===== src/rtl/dma_pkg.sv =====
// Shared types and constants for the multi-channel DMA write controller.
// Holds the scheduler state encoding, default widths and status codes.
package dma_pkg;

  typedef enum logic [1:0] {
    StIdle,
    StArb,
    StIssue,
    StWaitSts
  } sched_state_e;

  localparam int unsigned DEF_ADDR_W = 32;
  localparam int unsigned DEF_LEN_W  = 26;

  localparam logic STS_OKAY = 1'b1;
  localparam logic STS_ERR  = 1'b0;

  // Index width that stays legal for a single channel.
  function automatic int unsigned idx_width(input int unsigned n);
    return (n > 1) ? $clog2(n) : 1;
  endfunction

endpackage


===== src/rtl/dma_rr_arbiter.sv =====
// Combinational round-robin arbiter: grants the first request at or after ptr,
// wrapping to the lowest index when nothing at or above ptr is requesting.
module dma_rr_arbiter #(
  parameter int unsigned NUM_CH = 2,
  parameter int unsigned IDX_W  = 1
) (
  input  logic [NUM_CH-1:0] req,
  input  logic [IDX_W-1:0]  ptr,
  output logic [NUM_CH-1:0] grant,
  output logic [IDX_W-1:0]  idx,
  output logic              any
);

  always_comb begin
    grant = '0;
    idx   = '0;
    any   = 1'b0;
    for (int unsigned c = 0; c < NUM_CH; c++) begin
      if (!any && req[c] && (IDX_W'(c) >= ptr)) begin
        any      = 1'b1;
        grant[c] = 1'b1;
        idx      = IDX_W'(c);
      end
    end
    // Wrapped pass: lowest requester wins when none sit at or above ptr.
    for (int unsigned c = 0; c < NUM_CH; c++) begin
      if (!any && req[c]) begin
        any      = 1'b1;
        grant[c] = 1'b1;
        idx      = IDX_W'(c);
      end
    end
  end

endmodule


===== src/rtl/dma_write_ctrl_mc.sv =====
// Multi-channel DMA write controller: splits per-channel jobs into chunks and
// interleaves them round-robin onto a single command port, one command in flight.
module dma_write_ctrl_mc
  import dma_pkg::*;
#(
  parameter int unsigned NUM_CH      = 2,
  parameter int unsigned ADDR_W      = DEF_ADDR_W,
  parameter int unsigned LEN_W       = DEF_LEN_W,
  parameter int unsigned CHUNK_BYTES = 4096,
  parameter int unsigned TAG_W       = 4
) (
  input  logic                     CLK,
  input  logic                     RST,
  input  logic [NUM_CH-1:0]        ch_valid,
  output logic [NUM_CH-1:0]        ch_idle,
  input  logic [NUM_CH*ADDR_W-1:0] ch_addr,
  input  logic [NUM_CH*LEN_W-1:0]  ch_len,
  output logic                     cmd_valid,
  input  logic                     cmd_ready,
  output logic [ADDR_W-1:0]        cmd_addr,
  output logic [LEN_W-1:0]         cmd_btt,
  output logic                     cmd_eof,
  output logic [TAG_W-1:0]         cmd_tag,
  input  logic                     sts_valid,
  input  logic [TAG_W-1:0]         sts_tag,
  input  logic                     sts_okay,
  output logic [NUM_CH-1:0]        int_out,
  output logic [NUM_CH-1:0]        ch_err
);

  localparam int unsigned      IDX_W = idx_width(NUM_CH);
  localparam logic [LEN_W-1:0] CHUNK = LEN_W'(CHUNK_BYTES);

  sched_state_e state_q, state_d;

  logic [NUM_CH-1:0] busy_q, busy_d;
  logic [NUM_CH-1:0] err_q, err_d;
  logic [NUM_CH-1:0] int_q, int_d;
  logic [NUM_CH-1:0] cur_q, cur_d;
  logic [ADDR_W-1:0] addr_q [NUM_CH];
  logic [ADDR_W-1:0] addr_d [NUM_CH];
  logic [LEN_W-1:0]  rem_q  [NUM_CH];
  logic [LEN_W-1:0]  rem_d  [NUM_CH];
  logic [IDX_W-1:0]  rr_q, rr_d;

  logic [ADDR_W-1:0] cmd_addr_q, cmd_addr_d;
  logic [LEN_W-1:0]  cmd_btt_q, cmd_btt_d;
  logic              cmd_eof_q, cmd_eof_d;
  logic [TAG_W-1:0]  cmd_tag_q, cmd_tag_d;

  logic [NUM_CH-1:0] accept;
  logic [NUM_CH-1:0] pending;
  logic [NUM_CH-1:0] grant;
  logic [IDX_W-1:0]  grant_idx;
  logic              grant_any;
  logic              sts_hit;
  logic              more;

  assign accept  = ch_valid & ~busy_q;
  assign sts_hit = sts_valid && (sts_tag == cmd_tag_q);

  // A channel still has chunks to issue; zero-length and aborted jobs never do.
  always_comb begin
    pending = '0;
    for (int unsigned c = 0; c < NUM_CH; c++) begin
      pending[c] = busy_q[c] && (rem_q[c] != '0);
    end
  end

  dma_rr_arbiter #(
    .NUM_CH (NUM_CH),
    .IDX_W  (IDX_W)
  ) u_arb (
    .req   (pending),
    .ptr   (rr_q),
    .grant (grant),
    .idx   (grant_idx),
    .any   (grant_any)
  );

  always_comb begin
    state_d    = state_q;
    busy_d     = busy_q;
    err_d      = err_q;
    int_d      = '0;
    cur_d      = cur_q;
    addr_d     = addr_q;
    rem_d      = rem_q;
    rr_d       = rr_q;
    cmd_addr_d = cmd_addr_q;
    cmd_btt_d  = cmd_btt_q;
    cmd_eof_d  = cmd_eof_q;
    cmd_tag_d  = cmd_tag_q;
    more       = 1'b0;

    // The channel frees up the cycle after its completion pulse.
    for (int unsigned c = 0; c < NUM_CH; c++) begin
      if (int_q[c]) begin
        busy_d[c] = 1'b0;
      end
      if (accept[c]) begin
        busy_d[c] = 1'b1;
        addr_d[c] = ch_addr[c*ADDR_W +: ADDR_W];
        rem_d[c]  = ch_len[c*LEN_W +: LEN_W];
        err_d[c]  = 1'b0;
        if (ch_len[c*LEN_W +: LEN_W] == '0) begin
          int_d[c] = 1'b1;
        end
      end
    end

    unique case (state_q)
      StIdle: begin
        if (|pending) begin
          state_d = StArb;
        end
      end
      StArb: begin
        if (grant_any) begin
          cur_d     = grant;
          cmd_tag_d = TAG_W'(grant_idx);
          for (int unsigned c = 0; c < NUM_CH; c++) begin
            if (grant[c]) begin
              cmd_addr_d = addr_q[c];
              cmd_btt_d  = (rem_q[c] > CHUNK) ? CHUNK : rem_q[c];
              cmd_eof_d  = (rem_q[c] <= CHUNK);
            end
          end
          state_d = StIssue;
        end else begin
          state_d = StIdle;
        end
      end
      StIssue: begin
        if (cmd_ready) begin
          state_d = StWaitSts;
        end
      end
      StWaitSts: begin
        if (sts_hit) begin
          for (int unsigned c = 0; c < NUM_CH; c++) begin
            if (cur_q[c]) begin
              unique case (sts_okay)
                STS_OKAY: begin
                  addr_d[c] = addr_q[c] + ADDR_W'(cmd_btt_q);
                  rem_d[c]  = rem_q[c] - cmd_btt_q;
                  if (cmd_eof_q) begin
                    int_d[c] = 1'b1;
                  end
                end
                STS_ERR: begin
                  rem_d[c] = '0;
                  err_d[c] = 1'b1;
                  int_d[c] = 1'b1;
                end
              endcase
              rr_d = (c == NUM_CH - 1) ? '0 : IDX_W'(c + 1);
            end
          end
          more    = (|(pending & ~cur_q)) || (sts_okay && !cmd_eof_q);
          state_d = more ? StArb : StIdle;
        end
      end
      default: state_d = StIdle;
    endcase
  end

  always_ff @(posedge CLK) begin
    if (!RST) begin
      state_q    <= StIdle;
      busy_q     <= '0;
      err_q      <= '0;
      int_q      <= '0;
      cur_q      <= '0;
      rr_q       <= '0;
      cmd_addr_q <= '0;
      cmd_btt_q  <= '0;
      cmd_eof_q  <= 1'b0;
      cmd_tag_q  <= '0;
      for (int unsigned c = 0; c < NUM_CH; c++) begin
        addr_q[c] <= '0;
        rem_q[c]  <= '0;
      end
    end else begin
      state_q    <= state_d;
      busy_q     <= busy_d;
      err_q      <= err_d;
      int_q      <= int_d;
      cur_q      <= cur_d;
      rr_q       <= rr_d;
      cmd_addr_q <= cmd_addr_d;
      cmd_btt_q  <= cmd_btt_d;
      cmd_eof_q  <= cmd_eof_d;
      cmd_tag_q  <= cmd_tag_d;
      for (int unsigned c = 0; c < NUM_CH; c++) begin
        addr_q[c] <= addr_d[c];
        rem_q[c]  <= rem_d[c];
      end
    end
  end

  assign ch_idle   = ~busy_q;
  assign cmd_valid = (state_q == StIssue);
  assign cmd_addr  = cmd_addr_q;
  assign cmd_btt   = cmd_btt_q;
  assign cmd_eof   = cmd_eof_q;
  assign cmd_tag   = cmd_tag_q;
  assign int_out   = int_q;
  assign ch_err    = err_q;

endmodule


===== config.mk =====
export PLATFORM = sky130hd
export DESIGN_NAME = dma_write_ctrl_mc
export DESIGN_NICKNAME = d
export VERILOG_FILES = /design/src/rtl/dma_pkg.sv /design/src/rtl/dma_rr_arbiter.sv /design/src/rtl/dma_write_ctrl_mc.sv
export SDC_FILE = /design/constraint.sdc
export NUM_CORES = 1
export LEC_CHECK = 0
export BUFFER_PORTS_ARGS = -buffer_cell sky130_fd_sc_hd__buf_4
export CELL_PAD_IN_SITES_DETAIL_PLACEMENT = 1
export CELL_PAD_IN_SITES_GLOBAL_PLACEMENT = 2
export CORE_MARGIN = 5
export CORE_UTILIZATION = 30
export DETAILED_ROUTE_END_ITERATION = 8
export HOLD_SLACK_MARGIN = 0.1
export MAX_ROUTING_LAYER = met4
export PLACE_DENSITY = 0.69
export SYNTH_ARGS = -nofsm -noshare
export SYNTH_HDL_FRONTEND = slang
export SYNTH_SLANG_ARGS = --single-unit

===== constraint.sdc =====
create_clock -name CLK -period 3.5 [get_ports CLK]
set_input_delay 0 -clock CLK [delete_from_list [all_inputs] [get_ports CLK]]
set_output_delay 0 -clock CLK [all_outputs]
set_load 0.01 [all_outputs]

After elaboration in Yosys (flattened, before gate mapping). Cells that the tools add are included. W data, S select, Z words.

Bits in latches: 0. Output and inout port bits: 70. Word-level logic and storage cells: 131. Bits of input ports: 127. Bits in writable memories: 0. Bits in registers: 187. Memories: 0. Memory bits (read-only): 0.

Multiply operators: 0. Mux-type cells: 65. Bitwise operators: 5. Equal/unequal tests: 7. Divide/modulo/power cells: 0. Reduce and logical (&&, ||, !) cells: 29. Magnitude comparators: 6. Add/subtract/negate cells: 4. Shift-type cells: 0.

Operator list (number): $mux W32 (8); $mux W26 (8); $mux W64 (2); $mux W52 (2); $pmux W26 S2 (2); $add A32 B26 Y32 (2); $gt A26 B13 Y1 const B (2); $le A26 B13 Y1 const B (2); $logic_not A26 Y1 (2); $reduce_bool A26 Y1 (2); $sub A26 B26 Y26 (2); $mux W1 (32); $mux W2 (8); $logic_and A1 B1 Y1 (9); $reduce_and A3 Y1 (3); $pmux W2 S4 (1); $reduce_bool A2 Y1 (4); $and A2 B2 Y2 (2); $eq A2 B2 Y1 const B (2); $eq A4 B1 Y1 (1); $logic_not A1 Y1 (4); $ne A2 B2 Y1 const B (2); $not A2 Y2 (2); $pmux W1 S2 (2); 8 further kinds (10).

Longest topological paths before layout.
Depth after elaboration: 16. Mapped depth: 13. Mapped depth without buffers: 13.

Modules after synthesis. From an unflattened synthesis, not the netlist that was laid out.

Cell total of the unflattened synthesis: 1755. Area, all modules: 13506.7 um^2.

Modules (own cells, without submodules): dma_write_ctrl_mc (area each 13474.2 um^2, seq. area each 3743.6 um^2, cells an instance 1750, times used 1); dma_rr_arbiter (area each 32.5 um^2, seq. area each 0.0 um^2, cells an instance 5, times used 1).

Worst setup path before layout. No wires, ideal clock.

Kind: flip-flop to flip-flop. Start point: register cmd_btt_q[4], in the netlist cmd_btt[4]. End point: register rem_q[51] (netlist bit). Stages on the path, launching flop included: 13. Setup time: 0.062 ns. Arrival: 2.988 ns. Buffers on the path: 0. Clock period less this slack: 3.050 ns. Data required time: 3.438 ns. Slack: 0.450 ns. Cell sequence: dfxtp_1 -> inv_1 -> ha_1 -> a21o_1 -> or3_1 -> o211ai_2 -> a211oi_1 -> or4_4 -> a31oi_4 -> o31a_4 -> o21ai_2 -> or4_1 -> nand3_1.

Longest elaborated chain between the ends: 5.

RTL lines: from (decl) (RTL line dma_write_ctrl_mc.sv:47) `logic [LEN_W-1:0] cmd_btt_q, cmd_btt_d;`; from (signal assigned) (RTL line dma_write_ctrl_mc.sv:192) `cmd_btt_q <= cmd_btt_d;`; $sub A26 B26 Y26 (RTL line dma_write_ctrl_mc.sv:146) `rem_d[c] = rem_q[c] - cmd_btt_q;`; $pmux W26 S2 (RTL line dma_write_ctrl_mc.sv:143) `unique case (sts_okay)`; $mux W26 (RTL line dma_write_ctrl_mc.sv:142) `if (cur_q[c]) begin`; $mux W52 (RTL line dma_write_ctrl_mc.sv:140) `if (sts_hit) begin`; $mux W52 (RTL line dma_write_ctrl_mc.sv:112) `unique case (state_q)`; to (signal, indexed assignment) (RTL line dma_write_ctrl_mc.sv:197) `rem_q[c] <= rem_d[c];`; to (decl) (RTL line dma_write_ctrl_mc.sv:42) `logic [LEN_W-1:0] rem_q [NUM_CH];`.

Every way passes these cells. A chain may end at the register's enable or synchronous reset.

Worst setup path after layout.
Start point: register addr_q[18] (netlist bit). End point: register addr_q[29] (netlist bit).

Longest elaborated chain between the ends: 5.

RTL lines: from (decl) (RTL line dma_write_ctrl_mc.sv:40) `logic [ADDR_W-1:0] addr_q [NUM_CH];`; from (signal, indexed assignment) (RTL line dma_write_ctrl_mc.sv:196) `addr_q[c] <= addr_d[c];`; $add A32 B26 Y32 (RTL line dma_write_ctrl_mc.sv:145) `addr_d[c] = addr_q[c] + ADDR_W'(cmd_btt_q);`; $mux W32 (RTL line dma_write_ctrl_mc.sv:143); $mux W32 (RTL line dma_write_ctrl_mc.sv:142); $mux W64 (RTL line dma_write_ctrl_mc.sv:140); $mux W64 (RTL line dma_write_ctrl_mc.sv:112).

Every way passes these cells.

==> impl_results.md <==
- Initial Util: a little under a third
- Worst-skew pair later-pin latency: 0.50 ns
- # fillers: 5242
- Synth Instances: 1698
- Die W: roughly 220 µm
- Core footprint: ~0.043 mm²
- Required @ worst endpoint: 3.89 ns
- DR vias/cell: between 5 and 6
- P_leak: roughly 0.0076 µW
- Worst Clk Skew: between 0.01 and 0.015 ns
- Nets: between 2000 and 2500
- Post-synthesis register bit count: between 150 and 200
- GRT busiest layer: met2
- Clock share of power: roughly 31%
- Fmax: roughly 300 MHz
- Fin. Hold Viols: 0
- Yosys warnings: 0
- Max_slew headroom: about a fifth
- M3 GR Usage: 3.08%
- CP peak stage delay: around 0.55 ns
- Total of max-cap violations: 0
- Dpl hpwl: approximately 43000 µm
- Row count: 76
- Power Dens Cells: about 370 mW/mm²
- Setup crit start kind: flip-flop
- Sw Pwr: between 2000 and 2500 µW
- Initial antenna violation count: 1
- Distinct cells, synth: 75
- DRC: 0
- Post-synthesis cell area: 0.0132 mm²
- Post-Layout Cell Count: roughly 2600
- Final worst-path cycle share: approximately 95%
- Commonest non-fill, non-tap cell in the layout: buf_4
- Crit Path Class: flip-flop to flip-flop
- Worst vdd ir: 0.301 mV
- Routed Antenna Nets: 0
- Met1 usage in global routing: between 30% and 40%
- Worst setup margin: 0.182 ns
- Met2 Track Usage GR: 40.0%
- Most frequent cells in the layout: buf_4, nand2_1, dfxtp_1, nor2_1, a21oi_1
- Vias: 13864
- Worst-path fanout max: 5
- I/O pins: 197
- Main synth FF type: dfxtp_1
- Post-CTS setup buffer count: 0
- Fin. max-slew vios: 0
- Layout cells sized above 1: between 15 and 20%
- Seq/Total Area, Yosys: ~28%
- Die area: between 0.04 and 0.05 mm²
- Worst path bufs/invs: 2
- Worst Hold Class: primary input to flip-flop
- CTS clk-pin slew, worst paths: about 0.070 ns
- Largest net degree at the start of global routing: 62
- TritonCTS clock tree: done
- Sequential Area: about 0.0037 mm²
- Fin crit period: 3.32 ns
- First-pass DRT Iterations: 5
- RSZ-0062 raised after global routing: no
- Max Root-Sink Buffers: 2
- DIE HEIGHT: roughly 220 µm
- CTS Buf Count: 17
- CTS Sinks: 187
- CP Cell Sequence: ha_1 > and3_1 > and2_1 > a31oi_1 > o21ai_0 > a21o_1 > a31o_2 > a311oi_1 > buf_4 > or4_1 > nand3_1 > dlygate4sd3_1
- Placer Congestion: roughly 0.9
- I/O Buffers: slightly below 200
- Slew @ Worst Pin: 1.19 ns
- Setup violations, final: 0
- Comb pwr share: 31.8%
- CP max-delay cell: dlygate4sd3_1
- Setup TNS after final layout: 0 ns
- Global-route wire length before repair: between 80000 and 90000 µm
- Post-synth ARST share: 0%
- Multi-input gate area: 0.00891 mm²
- Post-synthesis area per instance: slightly below 8 µm²
- Gr usage total: 23.7%
- Routed wire length: around 56000 µm
- Arrival time worst endpoint: ~3.7 ns
- Number of flops mapped to enable cells by yosys: 0
- Average wire per standard cell: 21.4 µm
- CP Capture Type: flip-flop
- H-tree Lvls: 4
- Total congestion overflow: 0
- Pint: 4330 µW
- Outcome: finished, final reports clean
- Post-Place Worst Slack: approximately 0.2 ns
- Post-Place Cells: between 2000 and 2500
- Area grow syn2layout: 32.8%
- Net Sw Frac: approximately 33%
- CTS Root Cell: clkbuf_16
- First-iteration detailed-routing DRC count: approximately 770
- CP delay by family, top: compound AO/OA/AOI/OAI gates
- Vias in the first global route: approximately 15000
- Flop pwr share: a little under two fifths
## state kept, by name (all words and copies together), names as in the netlist, named ones only
signal / cells
cmd_eof: 1
rem_q: 52
rr_q: 1
cur_q: 2
addr_q: 64
ch_err: 2
cmd_btt: 26
state_q: 1
cmd_tag: 1
int_out: 2
cmd_addr: 32
busy_q: 2
## metrics by stage
step	total power, µW	util [%]	hold slack, ns	area (µm²)
after detailed placement	4390	35.8	0.254	15500
final	6500	40.5	0.249	17500
after floorplan	3670	-	0.141	13200
after global placement	4370	35.8	0.255	15500
after global routing	6860	40.5	0.279	17500
after CTS	6570	40.4	0.200	17500
## repair_timing
item | in CTS | in global routing
hold buffers | 142 | 0
resized for setup | 0 | 7
hold endpoints to repair | 125 | 0
setup endpoints to repair | 0 | 6
## tightest hold or removal path, stage by stage
cell and delay (ns):
buf_4 0.08, nor4b_1 0.08, and3_1 0.26, nand2b_1 0.16, a21oi_1 0.13
## path summary, 6_finish.rpt
path	from	to	slack [ns]	cells after the start
max	addr_q[18]$_SDFF_PN0_	addr_q[29]$_SDFF_PN0_	0.18	12
min	sts_tag[1]	flip-flop	0.25	5
max reg2reg	addr_q[18]$_SDFF_PN0_	addr_q[29]$_SDFF_PN0_	0.18	12
min reg2reg	int_out[1]$_SDFF_PN0_	busy_q[1]$_SDFFE_PN0P_	0.46	1
## Yosys cell counts, types with 4 or more instances
cell type,number,area [µm²]
nand2_1,233,875
dfxtp_1,187,3740
nor2_1,166,623
a21oi_1,160,801
ha_1,102,1280
clkbuf_1,79,297
mux2i_1,64,641
a211oi_1,63,473
inv_1,56,210
xnor2_1,54,473
o21ai_0,51,255
a21o_1,47,353
a311oi_1,43,377
nand3_1,41,205
xor2_1,37,324
nor3_1,34,170
nor4_1,25,156
o22ai_1,23,144
a31oi_1,20,125
nor2b_1,18,113
nand2b_1,16,100
a221oi_1,14,123
and3_1,13,81.3
and2_1,12,75.1
o21bai_1,11,82.6
o211ai_1,9,67.6
nand4_1,8,50.1
o21a_1,7,52.6
a2111oi_0,6,52.6
or3_1,6,37.5
or4_1,6,45.0
a211o_1,5,43.8
a31o_2,5,43.8
buf_1,5,18.8
buf_2,5,25.0
nor3b_1,5,37.5
fa_1,4,80.1
or2_2,4,25.0
## power by group through the flow
| stage | Combinational (µW) | Sequential (µW) | Clock [µW] |
|---|---|---|---|
| 3_3_place_gp | 1920 | 2450 | 0 |
| 2_1_floorplan | 1250 | 2420 | 0 |
| 6_report | 2070 | 2400 | 2040 |
| 3_5_place_dp | 1930 | 2450 | 0 |
| 4_1_cts | 2070 | 2400 | 2090 |
| 5_1_grt | 2270 | 2420 | 2170 |
## routing by layer
| metal | up-vias | part of all wire, % |
|---|---|---|
| li1 | 6804 | - |
| met1 | 6777 | 46 |
| met2 | 233 | 48 |
| met3 | 50 | 3.3 |
| met4 | 0 | 1.8 |
| met5 | - | 0 |
## cell families after synthesis
group                      after synthesis  synth area share, %
adders and majority gates              106                 10.3
AOI/OAI and AO/OA                      503                 25.6
muxes                                   65                 4.95
other                                    1               0.0285
and+or+nand+nor                        597                 20.3
buffers and inverters                  148                 4.35
xor gates and xnor gates                91                 6.05
DFF                                    187                 28.4
## cell type report
cell class,count,area share (%)
antenna,1,0.0143
clock buffer,23,2.73
clock inverter,8,0.529
inverter,56,1.22
multi-input combinational,1365,50.9
sequential,187,21.4
tap,585,4.18
timing repair buffer,389,19.0
Note: power is estimated with default switching activity, not from simulation.
